### src/rtl/inst_fetch_queue.sv
// Instruction fetch queue: issues word fetches to instruction memory and
// buffers {pc, icode} pairs in a circular queue for the dispatch stage.
// Fetch issue is credit-limited so a returning response always finds a
// free slot; a redirect flushes the queue and restarts fetch at the target.
module inst_fetch_queue #(
  parameter int          DEPTH    = 4,
  parameter logic [31:0] RESET_PC = 32'h0040_0000
) (
  input  logic        clk,
  input  logic        rst,
  output logic        imem_rd,
  output logic [31:0] imem_addr,
  input  logic [31:0] imem_data,
  output logic [31:0] ifq_pc,
  output logic [31:0] ifq_icode,
  output logic        ifq_empty,
  input  logic        dpch_rd,
  input  logic        dpch_jmp,
  input  logic [31:0] dpch_jmp_br_addr
);

  localparam int PTR_W = $clog2(DEPTH);
  localparam int CNT_W = PTR_W + 1;
  localparam int CMP_W = CNT_W + 1;

  logic [31:0]      fpc_q, fpc_d;
  logic [31:0]      req_pc_q, req_pc_d;
  logic             inflight_q, inflight_d;
  logic [CNT_W-1:0] count_q, count_d;
  logic [PTR_W-1:0] head_q, head_d;
  logic [PTR_W-1:0] tail_q, tail_d;
  logic [31:0]      mem_pc_q    [DEPTH];
  logic [31:0]      mem_pc_d    [DEPTH];
  logic [31:0]      mem_icode_q [DEPTH];
  logic [31:0]      mem_icode_d [DEPTH];

  logic             push;
  logic             pop;
  logic [CMP_W-1:0] credit_used;

  // Credits: stored entries plus an outstanding response must leave room.
  // Fetch is also suppressed while reset is held and in a redirect cycle.
  assign credit_used = {1'b0, count_q} + {{CNT_W{1'b0}}, inflight_q};
  assign imem_rd     = ~rst & ~dpch_jmp & (credit_used < CMP_W'(DEPTH));
  assign imem_addr   = fpc_q;

  // A redirect kills both the arriving response and any pop this cycle.
  assign push = inflight_q & ~dpch_jmp;
  assign pop  = dpch_rd & ~ifq_empty & ~dpch_jmp;

  assign ifq_empty = (count_q == '0);
  assign ifq_pc    = mem_pc_q[head_q];
  assign ifq_icode = mem_icode_q[head_q];

  // Next-state logic for fetch PC, pointers, occupancy and entry storage.
  always_comb begin
    fpc_d       = fpc_q;
    req_pc_d    = req_pc_q;
    inflight_d  = imem_rd;
    count_d     = count_q;
    head_d      = head_q;
    tail_d      = tail_q;
    mem_pc_d    = mem_pc_q;
    mem_icode_d = mem_icode_q;

    if (imem_rd) begin
      fpc_d    = fpc_q + 32'd4;
      req_pc_d = fpc_q;
    end

    if (push) begin
      mem_pc_d[tail_q]    = req_pc_q;
      mem_icode_d[tail_q] = imem_data;
      tail_d              = tail_q + PTR_W'(1);
    end

    if (pop) begin
      head_d = head_q + PTR_W'(1);
    end

    case ({push, pop})
      2'b10:   count_d = count_q + CNT_W'(1);
      2'b01:   count_d = count_q - CNT_W'(1);
      default: count_d = count_q;
    endcase

    if (dpch_jmp) begin
      fpc_d   = dpch_jmp_br_addr;
      count_d = '0;
      head_d  = tail_q;
    end
  end

  // State registers; reset clears everything including stored entries.
  always_ff @(posedge clk or posedge rst) begin
    if (rst) begin
      fpc_q      <= RESET_PC;
      req_pc_q   <= '0;
      inflight_q <= 1'b0;
      count_q    <= '0;
      head_q     <= '0;
      tail_q     <= '0;
      for (int i = 0; i < DEPTH; i++) begin
        mem_pc_q[i]    <= '0;
        mem_icode_q[i] <= '0;
      end
    end else begin
      fpc_q       <= fpc_d;
      req_pc_q    <= req_pc_d;
      inflight_q  <= inflight_d;
      count_q     <= count_d;
      head_q      <= head_d;
      tail_q      <= tail_d;
      mem_pc_q    <= mem_pc_d;
      mem_icode_q <= mem_icode_d;
    end
  end

endmodule

### config.mk
export PLATFORM = sky130hd
export DESIGN_NAME = inst_fetch_queue
export DESIGN_NICKNAME = d
export VERILOG_FILES = /design/src/rtl/inst_fetch_queue.sv
export SDC_FILE = /design/constraint.sdc
export NUM_CORES = 1
export LEC_CHECK = 0
export ABC_CLOCK_PERIOD_IN_PS = 20400
export CORE_MARGIN = 3
export CORE_UTILIZATION = 35
export CTS_BUF_LIST = sky130_fd_sc_hd__clkbuf_2
export CTS_CLUSTER_DIAMETER = 30
export DETAILED_ROUTE_END_ITERATION = 10
export SKIP_CTS_REPAIR_TIMING = 1
export SYNTH_ARGS = -nofsm -noshare
export SYNTH_HDL_FRONTEND = slang
export SYNTH_SLANG_ARGS = --single-unit
### constraint.sdc
create_clock -name clk -period 20.4 [get_ports clk]
set_input_delay 3.06 -clock clk [delete_from_list [all_inputs] [get_ports clk]]
set_output_delay 3.06 -clock clk [all_outputs]
set_load 0.02 [all_outputs]
# Word level (Yosys, flattened, before mapping)
# Index checks and enable logic that the tools add are counted.
[op_classes]
add_sub_neg = 6
multipliers = 0
n_div = 0
n_lt_le_gt_ge = 4
n_eq_ne = 2
n_shift = 0
n_mux = 16
bitwise_logic = 10
reduce_logical = 5
[ops]
columns = ["op", "count"]
rows = [
  ["bitwise mux 128 bit", 2],
  ["2-to-1 mux 32 bit", 7],
  ["binary-select mux 32 bit (select 2 bit)", 2],
  ["demux 32 bit (select 2 bit)", 1],
  ["adder 32 x 3 -> 32 bit (second input constant)", 1],
  [">= comparator 3 bit (second input constant)", 2],
  ["inverter 2 -> 3 bit", 2],
  ["one-hot mux 3 bit (2 select lines)", 1],
  ["AND 1 bit", 5],
  ["adder 2 x 1 -> 2 bit (second input constant)", 2],
  ["adder 3 x 1 -> 4 bit", 1],
  ["less-than comparator 4 x 3 -> 1 bit (second input constant)", 1],
  ["2-to-1 mux 2 bit", 2],
  ["nonzero test 2 bit", 2],
  ["adder 3 x 1 -> 3 bit (second input constant)", 1],
  ["zero test 3 bit", 1],
  ["less-than comparator 3 x 1 -> 1 bit (second input constant)", 1],
  ["2-to-1 mux 3 bit", 1],
  ["inverter 1 bit", 3],
  ["nonzero test 3 bit", 1],
  ["subtractor 3 x 1 -> 3 bit (second input constant)", 1],
  ["equality test 2 x 1 -> 1 bit (second input constant)", 1],
  ["equality test 2 bit (second input constant)", 1],
  ["logical AND 1 bit", 1],
]
[totals]
register_bits = 328
latchBits = 0
mem_bits_rw = 0
mem_bits_ro = 0
inputBits = 68
output_inout_bits = 98
word_cells = 57
mem_count = 0

# Logic depth before layout (Yosys ltp)
# Gate-level depths: netlist of the first run.
[logic_depth]
word_depth = 7
mapped_depth = 8

# Worst setup path after synthesis of the first run
# OpenSTA, ideal clock, no wires.
[synth_path]
kind = "in2out"
startpoint = "input dpch_jmp"
endpoint = "output imem_rd"
t_arrival_ns = 4.373
required_ns = 17.340
slack_ns = 12.967
stages = 6
cell_sequence = "clkbuf_1 -> inv_1 -> nand3_1 -> inv_1 -> clkbuf_1 -> buf_1"
[synth_between]
elab_chain_cells = 3
[synth_rtl]
columns = ["item", "line", "source"]
rows = [
  ["start: declaration", "18", "input logic dpch_jmp,"],
  ["inverter 1 bit", "44", "assign imem_rd = ~rst & ~dpch_jmp & (credit_used < CMP_W'(DEPTH));"],
  ["AND 1 bit (2 in a row)", "44", ""],
  ["end: declaration", "11", "output logic imem_rd,"],
]
# Every way passes these cells.

# Final worst setup path of the first run
[layout_path]
startpoint = "input rst"
endpoint = "output imem_rd"
[layout_between]
elab_chain_cells = 3
[layout_rtl]
columns = ["item", "line", "source"]
rows = [
  ["start: declaration", "10", "input logic rst,"],
  ["inverter 1 bit", "44", ""],
  ["AND 1 bit (2 in a row)", "44", ""],
]
# Every way passes these cells.

==> metrics, run 1 <==
area leader, netlist=dfrtp_1; largest cells by area after synthesis=dfrtp_1 (56%), mux2_2 (20%), mux4_2 (9.9%); Crit. End Element=output port; reg-to-reg startpoint=inflight_q$_DFF_PP0_; Post-synth EDFFs=0; Distinct cells, synth=46; worst-path fanout max=4; CTS Buf Count=94; Max Buffers Root-to-Sink=3; post-synthesis compound-gate area fraction=0.0386; area share of and/or/nand/nor cells after synthesis=0.0669; Fmax=128 MHz; VDD IR max=61.0 uV; r2r setup slk=17.56 ns; initial antenna violation count=3; Final GP Congestion=0.830; CTS clk-pin slew, worst paths=0.07 ns; RSZ-0062 raised after global routing=false; MaxCap Viol Count=0; final setup vio count=0; Clock Skew=0.107 ns; Max H-tree Level=3; period utilisation layout=0.382; Finished Layout Cells=1830; DRT antenna net count=0; Initial Utilization=0.355; CTS tree=built; sequential area share after synthesis=0.563; Mapped Cells=1016; share of cells above drive strength 1=0.381; crit start category=input port; largest family of logic cells by synthesized area=multiplexers; WL final=35500 um; Total Neg Setup Slack=0 ns; # rows=74; syn nets=1090; Remaining Overflow, GRT=0; largest net degree at the start of global routing=195; Slew Limit Fails=0; Yosys top cell area share=0.562; Avg Vias per Cell=5.21; 1st-iter DRT viols=565; IO buf count=165; reg2reg end=mem_icode_q[40]$_DFFE_PP0P_; most frequent cells after synthesis=dfrtp_1 (327), mux2_2 (258), nand2_1 (112), mux4_2 (64), clkbuf_1 (36); Cell Pwr Density=150 nW/um2; core area=41000 um2; vias in the first global route=10300; CP endpoint=imem_rd; Die ar.=44100 um2; Top FF cell, synth=dfrtp_1; cells on worst reg2reg path=4; FF+latch count, synth=328; nets=1300; die width=210 um; via count=9533; Synth Area in Adders=0.00567; Worst EP required=17.34 ns; first-pass GRT wire length=57100 um; Avg Inst Size Synth=14.3 um2; status=finished, final reports clean; DRC Markers=0; Layout area overhead=21.0%; final hold vios=0; Clk Tree Root Cell=clkbuf_2; CP startpoint=rst; I/O pin count=166; fin crit period=7.78 ns; drt first pass iters=5; Lkg Pwr=7.91 nW; Clk Latency, worst-skew pair=1.05 ns; Die Ht=210 um; post-DP HPWL=21500 um; Post-synth ARST share=1.00; worst-margin pin slew=1.17 ns; Mapped Area=14600 um2; CTS sink count=328; Slew HR=0.221; Yosys warning count=0; critical path class=input port to output port; Hold Path Stages=1; Routed WL per cell=19.4 um; Synth Area in XOR/XNOR=0.00301; most frequent cell after synthesis=dfrtp_1; gr usage total=0.165; Hold Path Class=register to register; crit path DAT=4.72 ns; multiplexer share of the synthesized area=0.302; placed cell count=1662
==> layout make-up <==
type,instances,area (um2)
Antenna cell,4,10.0
Clock buffer,123,616
Clock inverter,41,236
Fill cell,3832,23400
Inverter,13,56.3
Multi-Input combinational cell,614,6100
Sequential cell,328,8220
Tap cell,532,666
Timing Repair Buffer,175,1730
==> critical path: stages <==
cell	delay, ns
clkdlybuf4s50_1	0.54
nor2_1	0.29
nand3_2	0.12
inv_1	0.10
clkdlybuf4s50_1	0.61
==> sequential cells by signal, indices dropped and copies added (netlist names) <==
register     count
mem_icode_q    128
mem_pc_q       128
imem_addr       32
req_pc_q        32
count_q          3
head_q           2
tail_q           2
inflight_q       1
==> cell families after synthesis <==
family                     count (synthesis)
xor gates and xnor gates                   5
adders and majority gates                  6
AOI/OAI and AO/OA                         75
muxes                                    327
and+or+nand+nor                          201
buffers and inverters                     74
DFF                                      328
==> worst min path at each step <==
stage / start / end
global placement: mem_pc_q[46]$_DFFE_PP0P_ / mem_pc_q[46]$_DFFE_PP0P_
CTS: mem_icode_q[64]$_DFFE_PP0P_ / mem_icode_q[64]$_DFFE_PP0P_
finish: mem_pc_q[54]$_DFFE_PP0P_ / mem_pc_q[54]$_DFFE_PP0P_
detailed placement: mem_icode_q[69]$_DFFE_PP0P_ / mem_icode_q[69]$_DFFE_PP0P_
floorplan: mem_icode_q[49]$_DFFE_PP0P_ / mem_icode_q[49]$_DFFE_PP0P_
global route: mem_icode_q[24]$_DFFE_PP0P_ / mem_icode_q[24]$_DFFE_PP0P_
==> where the power goes <==
part           internal (mW)  switching [mW]
combinational          0.605           0.454
clock                  0.194           0.289
sequential             0.924           0.185
==> layer usage <==
metal	up-vias	track usage	routed length, um
met1	4867	0.224	16400
li1	4271	-	-
met3	71	0.0497	2350
met2	322	0.253	15900
met4	2	0.0567	760
met5	-	0	10
==> through the flow <==
stage                     setup WS (ns)   util  power [mW]  hold slack (ns)  cell area [um2]
after global placement            12.64  0.409        2.18            0.481            16800
after floorplan                    8.26      -        1.77            0.474            14600
after CTS                         12.63  0.430        2.70            0.508            17600
after global routing              12.52  0.430        2.84            0.518            17600
after detailed placement          12.63  0.409        2.20            0.487            16800
final                             12.62  0.430        2.65            0.505            17600
==> cell usage in the layout (no fill, tap or decap), types with 3 or more instances in the layout <==
master and count:
clkinv_2 10, o41ai_1 7, inv_1 12, o311ai_0 17, mux2i_1 5, or4_1 8
dfrtp_1 325, o21ai_0 16, nand2_4 4, nor2b_1 4, clkinv_1 23, clkdlybuf4s50_1 164
nor2_1 6, and3_1 6, a22oi_1 9, or3_1 7, o211ai_1 5, xnor2_1 3
mux4_2 64, nand2_1 108, clkbuf_2 123, ha_1 5, nor3_1 13, or2_2 5
mux2_2 258, buf_4 9, diode_2 4, nor4_1 5, a21oi_1 4, a221o_1 5
nand4_1 6, nand3_1 19
(Power assumes the default switching activity.)
==> run 2: changes to the inputs <==
Settings changed: ABC_CLOCK_PERIOD_IN_PS 20400 to 7800.
Clock period 20.4 ns to 7.8 ns, I/O delays scaled along.
==> run 2 against run 1 <==
Combinational power rose to 2.6 times the previous value. Via count rose by 0.12%. Critical endpoint is now ifq_pc[31]. Clock power is 150% higher. Flip-flop and latch count unchanged. Worst hold slack got worse by 0.0016 ns. Routed wire length rose by 0.80%. Total power grew to 2.6 times the previous value. Clock skew is 0.051 ns lower. Critical path depth down 2. Sequential power grew to 2.6 times the previous value.
==> metrics, run 2 (synthesized netlist as in run 1, its figures left out) <==
status=finished, final reports clean; largest net degree at the start of global routing=174 (-11%); CTS sink count=328 (unchanged); worst-margin pin slew=0.950 ns (-0.218 ns); Slew Limit Fails=0 (unchanged); Clock Skew=0.0567 ns (-0.0505 ns); critical path's slowest cell=dfrtp_4; biggest regs=mem_icode_q: 128 flops, mem_pc_q: 128 flops; Worst EP required=6.63 ns (-10.71 ns); vias in the first global route=10200 (-1.1%); 1st-iter DRT viols=558 (-1.2%); fillers=3855 (+0.60%); Lkg Pwr=7.89 nW (-0.15%); CTS tree=built; crit start category=register; Remaining Overflow, GRT=0 (unchanged); Cell Pwr Density=391 nW/um2 (+160%); first-pass GRT wire length=57300 um (+0.31%); CP max stage delay=0.88 ns (+0.27 ns); Final GP Congestion=0.828 (-0.27%); final setup vio count=0 (unchanged); Routed WL per cell=19.6 um (+1.1%); Total Neg Setup Slack=0 ns (unchanged); Slew HR=0.366 (+0.144); final hold vios=0 (unchanged); Crit. End Element=output port; CP delay by family, top=buffers and inverters; IO buf count=165 (unchanged); core area=41000 um2 (unchanged); Hold Path Class=register to register; I/O pin count=166 (unchanged); gr usage total=0.165 (about the same); critical path class=register to output port; via count=9544 (+0.12%); Max Buffers Root-to-Sink=3 (unchanged); Clk Tree Root Cell=clkbuf_2; post-DP HPWL=21800 um (+1.1%); most frequent cells in the layout=dfrtp_1 (325), mux2_2 (258), clkdlybuf4s50_1 (164); share of cells above drive strength 1=0.382 (+0.000885); buffers and inverters on the worst path=2 (-1); WL final=35700 um (+0.80%); Max H-tree Level=3 (unchanged); initial antenna violation count=2 (-1); critical path, cell by cell=buf_4 > mux4_2 > clkdlybuf4s50_1; die width=210 um (unchanged); Initial Utilization=0.355 (unchanged); commonest non-fill, non-tap cell in the layout=dfrtp_1; worst-path fanout max=36 (+32); CTS Buf Count=93 (-1.1%); Layout area overhead=20.8%; crit path DAT=3.74 ns (-0.98 ns); Post-Route Hold Slack=0.503 ns (-0.00156 ns); CTS clk-pin slew, worst paths=0.07 ns (about the same); VDD IR max=141 uV (+130%); fin crit period=4.91 ns; Fmax=204 MHz; # rows=74 (unchanged); RSZ-0062 raised after global routing=false; nets=1300 (unchanged); MaxCap Viol Count=0 (unchanged); DRT antenna net count=0 (unchanged); Clk Latency, worst-skew pair=0.93 ns (-0.12 ns); Avg Vias per Cell=5.23 (+0.39%); Die ar.=44100 um2 (unchanged); drt first pass iters=5 (unchanged); DRC Markers=0 (unchanged); period utilisation layout=0.629; Die Ht=210 um (unchanged)
==> run 2: per-stage QoR <==
step	std cells	utilization	power, mW	cell area (um2)	worst slack [ns]
final	1825	0.429	6.88	17600	2.89
after CTS	1823	0.429	7.02	17600	2.62
after global routing	1825	0.429	7.35	17600	2.52
after detailed placement	1663	0.409	5.77	16800	2.97
after global placement	1663	0.409	5.70	16800	3.01
after floorplan	1016	-	4.63	14600	2.25
==> run 2: worst paths after layout <==
check                           slack, ns                         from                           to  cells past startpoint
worst min register to register       0.50  mem_icode_q[71]$_DFFE_PP0P_  mem_icode_q[71]$_DFFE_PP0P_                      1
worst max-delay path                 2.89        head_q[0]$_DFFE_PP0P_                   ifq_pc[31]                      3
max in group asynchronous            5.24                          rst        head_q[0]$_DFFE_PP0P_                      4
min in group asynchronous            0.87                          rst    imem_addr[14]$_DFFE_PP0P_                      3
worst max register to register       5.01         inflight_q$_DFF_PP0_   mem_icode_q[5]$_DFFE_PP0P_                      4
worst min-delay path                 0.50  mem_icode_q[71]$_DFFE_PP0P_  mem_icode_q[71]$_DFFE_PP0P_                      1
==> run 2: final cells by class <==
type                            instances  area (um2)  share of cell area
Antenna cell                            2        5.00            0.000284
Clock buffer                          130         651              0.0370
Clock inverter                         30         153             0.00868
Inverter                               13        52.6             0.00299
Multi-Input combinational cell        614        6100               0.346
Sequential cell                       328        8220               0.467
Tap cell                              532         666              0.0378
Timing Repair Buffer                  176        1750              0.0997
==> run 2: per-layer routing <==
metal	vias up	share of wire	track usage
met5	-	0	0
met2	311	0.46	0.252
met1	4901	0.46	0.227
li1	4265	-	-
met3	67	0.067	0.0499
met4	0	0.022	0.0518
==> run 2: power breakdown <==
group          switching (mW)  internal (mW)  leakage [nW]  total, mW
logic                    1.17           1.58          3.15       2.75
registers               0.517           2.42          4.13       2.93
clock network           0.717          0.481         0.617       1.20
total                    2.40           4.48          7.89       6.88
